## src/rtl/psum_collector_pkg.sv

```systemverilog
// Shared packet definitions for the PE output network.
// Holds the packet-type codes, fixed header field positions and the default
// data/packet widths used by the PE packetizer, depacketizer and collector.
package psum_collector_pkg;

  localparam int unsigned DefDwidth = 8;
  localparam int unsigned DefPwidth = 47;

  // Fixed header fields at the top of every packet.
  localparam int unsigned TypeHi = 46;
  localparam int unsigned TypeLo = 45;
  localparam int unsigned PeHi   = 44;
  localparam int unsigned PeLo   = 42;

  typedef enum logic [1:0] {
    PktFilter = 2'b00,
    PktPixel  = 2'b01,
    PktPsum   = 2'b10,
    PktRsvd   = 2'b11
  } pkt_type_e;

  // The 2-bit column field sits directly above the psum value.
  function automatic int unsigned col_lo(input int unsigned dwidth);
    return dwidth;
  endfunction

endpackage

```

## src/rtl/psum_slot.sv

```systemverilog
// One column slot of the partial-sum collector.
// Accumulates contributions from up to NUM_PE PEs and tracks which PEs have
// already contributed.
// Ports:
//   clk, reset       clock, asynchronous active-high reset
//   i_add            add i_value and set the bits of i_pe_oh
//   i_pe_oh          one-hot contributing PE
//   i_value          unsigned partial-sum value
//   i_clear          clear sum and mask (slot emitted); wins over i_add
//   o_sum            running sum, DWIDTH+2 bits
//   o_mask           received mask
//   o_full           every PE has contributed
module psum_slot
  import psum_collector_pkg::*;
#(
  parameter int unsigned DWIDTH = DefDwidth,
  parameter int unsigned NUM_PE = 3
) (
  input  logic              clk,
  input  logic              reset,
  input  logic              i_add,
  input  logic [NUM_PE-1:0] i_pe_oh,
  input  logic [DWIDTH-1:0] i_value,
  input  logic              i_clear,
  output logic [DWIDTH+1:0] o_sum,
  output logic [NUM_PE-1:0] o_mask,
  output logic              o_full
);

  logic [DWIDTH+1:0] r_sum;
  logic [NUM_PE-1:0] r_mask;

  always_ff @(posedge clk or posedge reset) begin
    if (reset) begin
      r_sum  <= '0;
      r_mask <= '0;
    end else if (i_clear) begin
      r_sum  <= '0;
      r_mask <= '0;
    end else if (i_add) begin
      r_sum  <= r_sum + {2'b00, i_value};
      r_mask <= r_mask | i_pe_oh;
    end
  end

  assign o_sum  = r_sum;
  assign o_mask = r_mask;
  assign o_full = &r_mask;

endmodule

```

## src/rtl/psum_collector.sv

```systemverilog
// Partial-sum collector: sums NUM_PE contributions per output column and
// emits completed columns strictly in column order.
// Ports:
//   clk, reset   clock, asynchronous active-high reset
//   in_data      network packet (type, PE index, column, psum value)
//   in_valid     in_data valid
//   in_ready     packet accepted this cycle
//   out_data     summed pixel, DWIDTH+2 bits
//   out_col      column index of out_data
//   out_valid    out_data/out_col valid
//   out_ready    downstream accepts the output
//   err_dup      pulse: duplicate PE contribution dropped
//   err_type     pulse: non-psum or out-of-range packet dropped
//   frame_done   pulse: last column of the row emitted
module psum_collector
  import psum_collector_pkg::*;
#(
  parameter int unsigned DWIDTH  = DefDwidth,
  parameter int unsigned PWIDTH  = DefPwidth,
  parameter int unsigned NUM_PE  = 3,
  parameter int unsigned NUM_COL = 3
) (
  input  logic              clk,
  input  logic              reset,
  input  logic [PWIDTH-1:0] in_data,
  input  logic              in_valid,
  output logic              in_ready,
  output logic [DWIDTH+1:0] out_data,
  output logic [1:0]        out_col,
  output logic              out_valid,
  input  logic              out_ready,
  output logic              err_dup,
  output logic              err_type,
  output logic              frame_done
);

  localparam int unsigned ColLo   = col_lo(DWIDTH);
  localparam logic [1:0]  LastCol = 2'(NUM_COL - 1);

  // Packet fields
  pkt_type_e         w_type;
  logic [2:0]        w_pe;
  logic [1:0]        w_col;
  logic [DWIDTH-1:0] w_value;
  logic              w_unused_bits;

  assign w_type        = pkt_type_e'(in_data[TypeHi:TypeLo]);
  assign w_pe          = in_data[PeHi:PeLo];
  assign w_col         = in_data[ColLo+1:ColLo];
  assign w_value       = in_data[DWIDTH-1:0];
  assign w_unused_bits = ^in_data[PeLo-1:ColLo+2];

  // Slot interface
  logic [DWIDTH+1:0]  w_sum  [NUM_COL];
  logic [NUM_PE-1:0]  w_mask [NUM_COL];
  logic [NUM_COL-1:0] w_full;
  logic [NUM_COL-1:0] w_add;
  logic [NUM_COL-1:0] w_clear;

  logic [NUM_PE-1:0]  w_pe_oh;
  logic [NUM_PE-1:0]  w_sel_mask;
  logic               w_sel_full;
  logic [DWIDTH+1:0]  w_out_sum;
  logic               w_out_full;

  logic w_pe_ok;
  logic w_col_ok;
  logic w_good;
  logic w_accept;
  logic w_dup;
  logic w_add_any;
  logic w_emit;

  logic [1:0] r_ptr;
  logic       r_err_dup;
  logic       r_err_type;
  logic       r_frame_done;

  assign w_pe_ok  = 32'(w_pe) < NUM_PE;
  assign w_col_ok = 32'(w_col) < NUM_COL;
  assign w_good   = (w_type == PktPsum) && w_pe_ok && w_col_ok;

  always_comb begin
    w_pe_oh    = '0;
    w_sel_mask = '0;
    w_sel_full = 1'b0;
    w_out_sum  = '0;
    w_out_full = 1'b0;
    for (int p = 0; p < NUM_PE; p++) begin
      if (w_pe == 3'(p)) w_pe_oh[p] = 1'b1;
    end
    for (int k = 0; k < NUM_COL; k++) begin
      if (w_col == 2'(k)) begin
        w_sel_mask = w_mask[k];
        w_sel_full = w_full[k];
      end
      if (r_ptr == 2'(k)) begin
        w_out_sum  = w_sum[k];
        w_out_full = w_full[k];
      end
    end
  end

  // A full slot is by construction not yet emitted (emitting clears it), so
  // stalling on a full addressed column is exactly the back-pressure rule.
  assign in_ready  = !(w_col_ok && w_sel_full);
  assign w_accept  = in_valid && in_ready;
  assign w_dup     = w_good && |(w_sel_mask & w_pe_oh);
  assign w_add_any = w_accept && w_good && !w_dup;

  assign out_valid = w_out_full;
  assign out_data  = w_out_sum;
  assign out_col   = r_ptr;
  assign w_emit    = out_valid && out_ready;

  for (genvar k = 0; k < NUM_COL; k++) begin : g_slot
    assign w_add[k]   = w_add_any && (w_col == 2'(k));
    assign w_clear[k] = w_emit && (r_ptr == 2'(k));

    psum_slot #(
      .DWIDTH (DWIDTH),
      .NUM_PE (NUM_PE)
    ) u_slot (
      .clk     (clk),
      .reset   (reset),
      .i_add   (w_add[k]),
      .i_pe_oh (w_pe_oh),
      .i_value (w_value),
      .i_clear (w_clear[k]),
      .o_sum   (w_sum[k]),
      .o_mask  (w_mask[k]),
      .o_full  (w_full[k])
    );
  end

  always_ff @(posedge clk or posedge reset) begin
    if (reset) begin
      r_ptr        <= '0;
      r_err_dup    <= 1'b0;
      r_err_type   <= 1'b0;
      r_frame_done <= 1'b0;
    end else begin
      r_err_dup    <= w_accept && w_dup;
      r_err_type   <= w_accept && !w_good;
      r_frame_done <= w_emit && (r_ptr == LastCol);
      if (w_emit) begin
        r_ptr <= (r_ptr == LastCol) ? 2'd0 : r_ptr + 2'd1;
      end
    end
  end

  assign err_dup    = r_err_dup;
  assign err_type   = r_err_type;
  assign frame_done = r_frame_done;

endmodule

```

## config.mk

```make
export PLATFORM = sky130hd
export DESIGN_NAME = psum_collector
export DESIGN_NICKNAME = d
export VERILOG_FILES = /design/src/rtl/psum_collector_pkg.sv /design/src/rtl/psum_slot.sv /design/src/rtl/psum_collector.sv
export SDC_FILE = /design/constraint.sdc
export NUM_CORES = 1
export LEC_CHECK = 0
export ABC_CLOCK_PERIOD_IN_PS = 3400
export BUFFER_PORTS_ARGS = -buffer_cell sky130_fd_sc_hd__buf_2
export CAP_MARGIN = 30
export CORE_AREA = 2 2 76 78
export DETAILED_ROUTE_END_ITERATION = 16
export DIE_AREA = 0 0 78 80
export GPL_ROUTABILITY_DRIVEN = 0
export GPL_TIMING_DRIVEN = 0
export HOLD_SLACK_MARGIN = 0.03
export PLACE_DENSITY = 0.94
export SETUP_SLACK_MARGIN = 0.15
export SYNTH_ARGS = -nofsm -noshare
export SYNTH_HDL_FRONTEND = slang
export SYNTH_SLANG_ARGS = --single-unit
export TNS_END_PERCENT = 100
```

## constraint.sdc

```tcl
create_clock -name clk -period 3.4 [get_ports clk]
set_input_delay 0.17 -clock clk [delete_from_list [all_inputs] [get_ports clk]]
set_output_delay 0.17 -clock clk [all_outputs]
set_load 0.01 [all_outputs]
```

==> impl_metrics.toml, run 1 <==
[global_route]
globalRouteTotalUtil_pct = 25.5
grt_antenna_before_repair = 0
grt_max_degree = 44
grt_pass1_wl_um = 12500
grt_pass1_vias = 2703
globalRoute.totalOverflow = 0

[status]
status = "finished clean"

[die]
die_h_um = 80
io_pins = 68
core_area_um2 = 5410
rows = 27
die_w_um = 78
initial_core_util_pct = 56.7
dieArea_um2 = 6240

[route]
vias_per_cell = 6.14
wl_um = 7500
num_vias = 2756
firstDrtPassIters = 5
wl_per_cell_um = 16.7
drc = 0
detail-route-antenna-nets = 0
drt_iter0_drc = 216

[sta]
finalSetupViolations = 0
skew_ns = 0.00379
fin_crit_sh_pct = 72.0
relSlewSlack_pct = 52.2
hold_viol = 0
layout_setup_ws_ns = 0.954
rsz0062_at_grt = "false"
worst_pin_slew_ns = 0.717
max_freq_mhz = 409
setup_tns_ns = 0
period_minus_slack_ns = 2.45
slew_violations = 0

[power]
peakVddDrop_uv = 265
power.density_nw_per_um2 = 436
totalPowerFinal_w = 0.00150
p_leak_nw = 1.61

[cts]
post_cts_buffers = 0
cts_tree = "yes"
clkSinkCount = 44
h-tree-depth = 2
cts_hold_buffers = 1
cts_made_buffers = 5
clkTransAtPathRegs_ns = 0.08
post_cts_resized = 0
clock_tree.buffer_depth = 2
clk_latency_ns = 0.30
root_buffer = "clkbuf_8"

[run]
maxCapViolations = 0

[finish]
area_growth_pct = 12.6
num-fill-cells = 458
drive_above_1_share_pct = 15.1
fin_nets = 454
diodes = 0

[synth]
synth_warnings = 0
netlist_area_um2 = 3060
ys_seq_elements = 44
synth_edf_count = 0
synth.avg_cell_area_um2 = 9.23
synthCells = 332
yosysUniqueCellTypes = 49
syn_nets = 410
synthFlopType = "dfrtp_1"
ys_async_sr_fraction_pct = 100
ys_seq_area_share_pct = 35.9

[hold_path]
min_path_cells = 2
hp-class = "in2reg"

[critical_path]
worstSetupPathType = "reg2out"
cp_data_required_time_ns = 3.23
worst_r2r_path_depth = 7
crit_fanout = 10
start_kind = "register"
cp-end-kind = "primary output"
arrival_ns = 2.28

[placement]
port_buffers = 35
dp_slack_ns = 1.12
hpwl_um = 5630
-- cells by family after synthesis --
family	share of synthesized area [%]
adders and majority gates	11.8
buffers and inverters	3.96
DFF	35.9
muxes	5.76
xor gates and xnor gates	4.29
and+or+nand+nor	17.4
AOI/OAI and AO/OA	20.8
-- Yosys cell counts, types with 3 or more instances --
master | instances | share of area [%]
dfrtp_1 | 44 | 36
o21ai_0 | 33 | 5.4
nand3_1 | 29 | 4.7
nand2_1 | 25 | 3.1
ha_1 | 24 | 9.8
inv_1 | 19 | 2.3
mux2i_1 | 15 | 4.9
nor2_1 | 14 | 1.7
o21ai_1 | 12 | 2.0
o21a_1 | 11 | 2.7
a21oi_1 | 10 | 1.6
xor2_1 | 10 | 2.9
clkbuf_1 | 9 | 1.1
or3_1 | 7 | 1.4
xnor2_1 | 5 | 1.4
a21o_1 | 4 | 0.98
and3_1 | 4 | 0.82
nor3_1 | 4 | 0.65
o21bai_1 | 4 | 0.98
o31ai_1 | 4 | 0.98
a221o_1 | 3 | 0.98
fa_1 | 3 | 2.0
o31a_1 | 3 | 0.86
-- path summary, 6_finish.rpt --
path	startpoint	slack, ns	end
setup / recovery	out_col[0]	0.95	out_data[8]
hold / removal	in_valid	0.11	err_type
setup reg to reg	g_slot[1].u_slot.o_mask[1]	1.04	g_slot[0].u_slot.o_sum[4]
hold reg to reg	g_slot[0].u_slot.o_sum[9]	0.49	g_slot[0].u_slot.o_sum[9]
max in group asynchronous	reset	2.73	g_slot[1].u_slot.o_sum[3]
min in group asynchronous	reset	0.25	err_type
-- cells in the final DEF, fill, tap and decap left out, types with 3 or more instances in the layout --
| cell type | count |
|---|---|
| nor2_1 | 14 |
| a21o_1 | 4 |
| nand3_1 | 29 |
| inv_1 | 18 |
| ha_1 | 24 |
| o31a_1 | 3 |
| o21a_1 | 11 |
| a21oi_1 | 10 |
| mux2i_1 | 15 |
| clkbuf_1 | 11 |
| nor3_1 | 4 |
| and3_1 | 4 |
| fa_1 | 3 |
| clkbuf_8 | 6 |
| o21ai_0 | 33 |
| o21bai_1 | 4 |
| or3_1 | 7 |
| xnor2_1 | 5 |
| o31ai_1 | 4 |
| dfrtp_1 | 44 |
| a221o_1 | 3 |
| buf_2 | 36 |
| xor2_1 | 10 |
| nand2_1 | 25 |
| o21ai_1 | 12 |
-- layer usage --
metal / global-route usage [%] / wire [um]
met1: 32.7 / 3110
met2: 43.7 / 3720
met3: 3.28 / 456
met4: 10.4 / 225
met5: 0 / 0
-- layout make-up --
type	count	area (um2)	share of cell area, %
timing repair buffer	37	205	5.95
tap	72	90.1	2.61
multi-input combinational	258	1840	53.4
sequential	44	1100	31.9
clock buffer	8	90.1	2.61
inverter	19	71.3	2.07
buffer	11	50.0	1.45
-- where the power goes --
| group | internal, W | total (W) | switching [W] | leakage, nW |
|---|---|---|---|---|
| clock network | 0.000166 | 0.000344 | 0.000178 | 0.0455 |
| logic | 0.000233 | 0.000515 | 0.000282 | 0.969 |
| registers | 0.000586 | 0.000646 | 0.0000599 | 0.593 |
| total | 0.000985 | 0.00150 | 0.000520 | 1.61 |
-- flip-flops by register name, indices dropped and copies added (netlist names) --
name / count
g_slot.u_slot.o_mask: 9
out_col: 2
frame_done: 1
err_type: 1
g_slot.u_slot.o_sum: 30
err_dup: 1
-- critical path, cell delays in order (launching register included) --
cell      delay [ns]
dfrtp_1         0.34
clkbuf_1        0.39
clkbuf_1        0.61
mux2i_1         0.17
o21ai_0         0.27
buf_2           0.19
-- metrics by stage --
stage	hold WS (ns)	area, um2	std cells	utilization, %
floorplan	0.240	3060	332	-
global placement	0.417	3330	439	61.6
detailed placement	0.0284	3350	440	61.9
CTS	0.123	3450	449	63.8
global route	0.131	3450	449	63.8
finish	0.115	3450	449	63.8
Note: power is estimated with default switching activity, not from simulation.
==> run 2: changes to the inputs <==
Settings changed: ABC_CLOCK_PERIOD_IN_PS 3400 to 2000, CORE_AREA 2 2 76 78 to 2 2 82 84, DIE_AREA 0 0 78 80 to 0 0 84 86, PLACE_DENSITY 0.94 to 0.86.
Clock period 3.4 ns to 2 ns, I/O delays scaled along.
==> impl_metrics.toml, run 2 (synthesis results as in run 1) <==
[status]
status = "finished with violations"
violations = "negative setup slack"

[critical_path]
cp.buffers_inverters = 3
worst_r2r_path_depth = 9
cp_slowest_stage_delay_ns = 0.40
arrival_ns = 2.30
start_kind = "register"
path_cells = "mux2_4, a221o_1, a31oi_4, buf_4, buf_6, nand3_4, clkbuf_16, nand3_1, o31ai_1"
cp_top_family = "compound AO/OA/AOI/OAI gates"
cp-end-kind = "register"
reg2reg_slack_ns = -0.10
worstSetupPathType = "reg2reg"
reg2reg_from = "g_slot[1].u_slot.o_mask[0]"
crit_fanout = 6
cp_data_required_time_ns = 2.19
r2r_end = "g_slot[0].u_slot.o_sum[4]"
critical-path-slowest-cell = "dfrtp_1"

[sta]
hold_ws_ns = 0.0497
period_minus_slack_ns = 2.10
relSlewSlack_pct = 64.5
layout_setup_ws_ns = -0.101
worst_pin_slew_ns = 0.533
max_freq_mhz = 476
rsz0062_at_grt = "true"
fin_crit_sh_pct = 105
hold_viol = 0
finalSetupViolations = 23
slew_violations = 0
skew_ns = 0.00954

[placement]
port_buffers = 35
dp_slack_ns = -0.247
hpwl_um = 5680
dp.cells = 445

[die]
initial_core_util_pct = 48.8
rows = 29
die_h_um = 86
die_w_um = 84
io_pins = 68
dieArea_um2 = 7220
core_area_um2 = 6280

[finish]
drive_above_1_share_pct = 32.2
largest_register_ffs = 30
regArea_um2 = 1100
final_common_cell = "dfrtp_1"
num-fill-cells = 502
diodes = 0
fin_nets = 478
multi_input_area_um2 = 2060
final_cell_mix = "dfrtp_1, buf_2, nand2_1"
instances_no_fill = 478
area_growth_pct = 29.2

[route]
drt_iter0_drc = 210
num_vias = 2912
vias_per_cell = 6.09
drc = 0
detail-route-antenna-nets = 0
wl_per_cell_um = 17.6
wl_um = 8430
firstDrtPassIters = 4

[hold_path]
hp-class = "in2reg"
holdPathEnd = "err_dup"
min_path_cells = 2
holdCritStartpoint = "in_data[44]"

[cts]
clkSinkCount = 44
h-tree-depth = 2
clk_latency_ns = 0.31
cts_made_buffers = 5
cts_tree = "yes"
clkTransAtPathRegs_ns = 0.09
clock_tree.buffer_depth = 2
root_buffer = "clkbuf_8"

[global_route]
globalRouteTotalUtil_pct = 23.2
grt_max_degree = 43
grt_pass1_wl_um = 13300
grt_pass1_vias = 2943
grt_antenna_before_repair = 0
globalRoute.totalOverflow = 0

[power]
swShare_pct = 35.7
p_switching_w = 0.000978
totalPowerFinal_w = 0.00274
peakVddDrop_uv = 575
power_frac_seq_pct = 40.2
p_leak_nw = 1.81
combinationalPowerShare_pct = 38.2
internal-power_w = 0.00176
power.density_nw_per_um2 = 693
pwr-share-clk_pct = 21.6

[run]
maxCapViolations = 0
[run 2: cell types whose count changed in the layout (fill, tap and decap cells not counted), moves of 5 or more]
| cell | previous run | this run |
|---|---|---|
| a21oi_1 | 10 | 5 |
| nand3_2 | 2 | 7 |
| buf_6 | 1 | 12 |
| buf_4 | 0 | 14 |
| a21oi_2 | 0 | 5 |
| o21ai_2 | 0 | 7 |
| clkbuf_1 | 11 | 3 |
| ha_1 | 24 | 18 |
| nand3_1 | 29 | 22 |
| o21ai_0 | 33 | 23 |
[run 2: what timing repair did]
| item | in CTS | in global routing |
|---|---|---|
| cloned | 1 | 1 |
| pin swaps | 19 | 10 |
| endpoints found under the setup margin | 49 | 47 |
| resized for setup | 56 | 16 |
| hold buffers | 1 | 0 |
| buffers inserted | 18 | 4 |
| endpoints found under the hold margin | 44 | 0 |
[run 2: power groups by stage]
stage / clock, W / sequential (W) / combinational (W)
5_1_grt: 0.000636 / 0.00111 / 0.00116
3_3_place_gp: 0 / 0.00111 / 0.000851
3_5_place_dp: 0 / 0.00112 / 0.000895
4_1_cts: 0.000595 / 0.00110 / 0.00101
2_1_floorplan: 0 / 0.00109 / 0.000687
6_report: 0.000593 / 0.00110 / 0.00105
[run 2: stage by stage]
stage	utilization (%)	cell area, um2	TNS [ns]
after floorplan	-	3140	0
after global placement	54.3	3410	-3.36
after detailed placement	54.6	3430	-5.19
after CTS	61.6	3870	-0.119
after global routing	63.0	3960	-2.60
final	63.0	3960	-0.977
[run 2: how the worst max path moves through the flow]
stage	start	cells after the start	endpoint
6_report	g_slot[1].u_slot.o_mask[0]	9	g_slot[0].u_slot.o_sum[4]
5_1_grt	g_slot[1].u_slot.o_mask[0]	7	g_slot[1].u_slot.o_sum[8]
4_1_cts	g_slot[1].u_slot.o_mask[0]	7	g_slot[2].u_slot.o_sum[8]
3_5_place_dp	g_slot[0].u_slot.o_mask[1]	6	g_slot[2].u_slot.o_sum[5]
3_3_place_gp	g_slot[1].u_slot.o_mask[1]	7	g_slot[0].u_slot.o_sum[4]
2_1_floorplan	g_slot[0].u_slot.o_mask[1]	6	g_slot[2].u_slot.o_sum[8]
[run 2: worst register-to-register path, cell delays in order (launching register included)]
cell,delay [ns]
dfrtp_1,0.40
mux2_4,0.27
a221o_1,0.36
a31oi_4,0.22
buf_4,0.15
buf_6,0.10
nand3_4,0.13
clkbuf_16,0.20
nand3_1,0.08
o31ai_1,0.08
[run 2: area by class of cell]
class | count | share of cell area, %
buffer | 11 | 2.75
clock buffer | 6 | 2.09
clock inverter | 2 | 0.253
inverter | 19 | 1.80
multi-input combinational | 258 | 52.1
sequential | 44 | 27.8
tap | 77 | 2.44
timing repair buffer | 61 | 10.8
[run 2: per-layer routing]
layer	wire length (um)	vias to the layer above	GRT usage [%]	part of all wire, %
met5	0	-	0	0
met4	212	0	9.68	2.5
met3	500	22	3.95	5.9
met2	4180	106	40.3	50
met1	3540	1433	28.6	42
li1	-	1351	-	-
==> run 3: changes to the inputs <==
Settings changed: PLACE_DENSITY 0.86 to 0.75.
==> impl_metrics.toml, run 3 (synthesis results as in run 1) <==
[power]
swShare_pct = 32.5
p_leak_nw = 1.92
power_frac_seq_pct = 34.3
combinationalPowerShare_pct = 35.9
power.density_nw_per_um2 = 766
internal-power_w = 0.00219
peakVddDrop_uv = 497
pwr-share-clk_pct = 29.8
p_switching_w = 0.00105

[route]
drc = 0
vias_per_cell = 5.96
wl_per_cell_um = 18.2
detail-route-antenna-nets = 0
met1Wirelength_um = 3660
firstDrtPassIters = 4
drt_iter0_drc = 190
wl_met2_um = 4780
num_vias = 2931
wl_um = 8970
met3WireLength_um = 423
top_layer_used = "met4"

[placement]
dp.cells = 445
hpwl_um = 5840
port_buffers = 35
dp_slack_ns = -0.264

[finish]
largest_register_ffs = 30
fin_nets = 492
final_cell_mix = "dfrtp_1, buf_2, buf_4"
drive_above_1_share_pct = 38.3
diodes = 0
instances_no_fill = 492
final_common_cell = "dfrtp_1"
area_growth_pct = 38.4

[global_route]
grt_pass1_vias = 2920
grt_antenna_before_repair = 0
globalRouteTotalUtil_pct = 25.2
grt_max_degree = 28
grt_pass1_wl_um = 14300
globalRoute.totalOverflow = 0

[cts]
clkSinkCount = 44
root_buffer = "clkbuf_8"
cts_made_buffers = 5
clock_tree.buffer_depth = 2
cts_tree = "yes"
clkTransAtPathRegs_ns = 0.09
h-tree-depth = 2
clk_latency_ns = 0.31

[sta]
period_minus_slack_ns = 2.06
finalSetupViolations = 11
fin_crit_sh_pct = 103
max_freq_mhz = 486
skew_ns = 0.00514
worst_pin_slew_ns = 0.509
layout_setup_ws_ns = -0.0595
hold_viol = 0
relSlewSlack_pct = 66.1
rsz0062_at_grt = "true"
slew_violations = 0

[critical_path]
start_kind = "register"
crit_fanout = 3
cp-end-kind = "register"
worstSetupPathType = "reg2reg"
reg2reg_from = "g_slot[0].u_slot.o_mask[0]"
arrival_ns = 2.30
crit_start = "g_slot[0].u_slot.o_mask[0]"
reg2reg_slack_ns = -0.06
cp_data_required_time_ns = 2.24

[die]
die_h_um = 86
die_w_um = 84
rows = 29
io_pins = 68
initial_core_util_pct = 48.8
dieArea_um2 = 7220
core_area_um2 = 6280

[status]
violations = "negative setup slack"
status = "finished with violations"

[hold_path]
hp-class = "in2reg"
holdCritStartpoint = "in_data[44]"

[run]
maxCapViolations = 0
run 3: cell count changes in the layout (fill, tap and decap cells not counted), moves of 3 or more:
cell and change:
o21ai_2 +6, bufinv_16 +3, a21oi_2 -3, o21ai_0 -4, buf_4 +19, ha_1 -5, ha_4 +5, buf_6 -5
run 3: final cells by class:
class	instances	area (um2)
sequential	44	1100
timing repair buffer	75	526
inverter	19	71.3
tap	77	96.3
clock buffer	5	68.8
multi-input combinational	258	2170
buffer	11	113
fill	490	2040
clock inverter	3	90.1
run 3: path summary, 6_finish.rpt:
kind / to / cells past startpoint
worst max-delay path: g_slot[2].u_slot.o_sum[8] / 7
worst min-delay path: err_dup / 2
worst max register to register: g_slot[2].u_slot.o_sum[8] / 7
worst min register to register: g_slot[0].u_slot.o_sum[9] / 1
max in group asynchronous: g_slot[0].u_slot.o_sum[7] / 4
min in group asynchronous: g_slot[0].u_slot.o_sum[1] / 3
run 3: metrics by stage:
step,setup TNS (ns),total power [W],area [um2],util [%],hold WS [ns]
after floorplan,0,0.00177,3140,-,0.170
after global placement,-4.41,0.00197,3410,54.3,0.360
after detailed placement,-5.33,0.00202,3430,54.6,0.123
after CTS,-0.0928,0.00310,4020,64.1,0.0326
after global routing,-1.71,0.00343,4240,67.6,0.0360
final,-0.194,0.00325,4240,67.6,0.0315
run 3: power by group through the flow:
| stage | Combinational [W] | Clock, W | Sequential [W] |
|---|---|---|---|
| floorplan | 0.000687 | 0 | 0.00109 |
| global placement | 0.000857 | 0 | 0.00111 |
| detailed placement | 0.000897 | 0 | 0.00112 |
| CTS | 0.00102 | 0.000972 | 0.00110 |
| global route | 0.00129 | 0.00101 | 0.00113 |
| finish | 0.00117 | 0.000967 | 0.00111 |
run 3: critical path, stage by stage (launching register included):
cell       delay (ns)
dfrtp_1          0.40
mux2_4           0.28
a221o_1          0.33
a31oi_4          0.21
buf_6            0.15
o2111ai_4        0.13
or3_1            0.36
a21oi_1          0.12
run 3: timing repair:
item	4_1_cts	5_1_grt
endpoints found under the setup margin	49	47
cloned	1	0
hold endpoints to repair	17	0
hold buffers	1	0
buffers inserted	30	7
pin swaps	12	16
gates resized for setup	52	41
run 3: metal layers:
layer / vias up / global-route usage (%)
li1: 1384 / -
met1: 1437 / 30.6
met2: 96 / 43.9
met3: 14 / 4.91
met4: 0 / 10.4
met5: - / 0
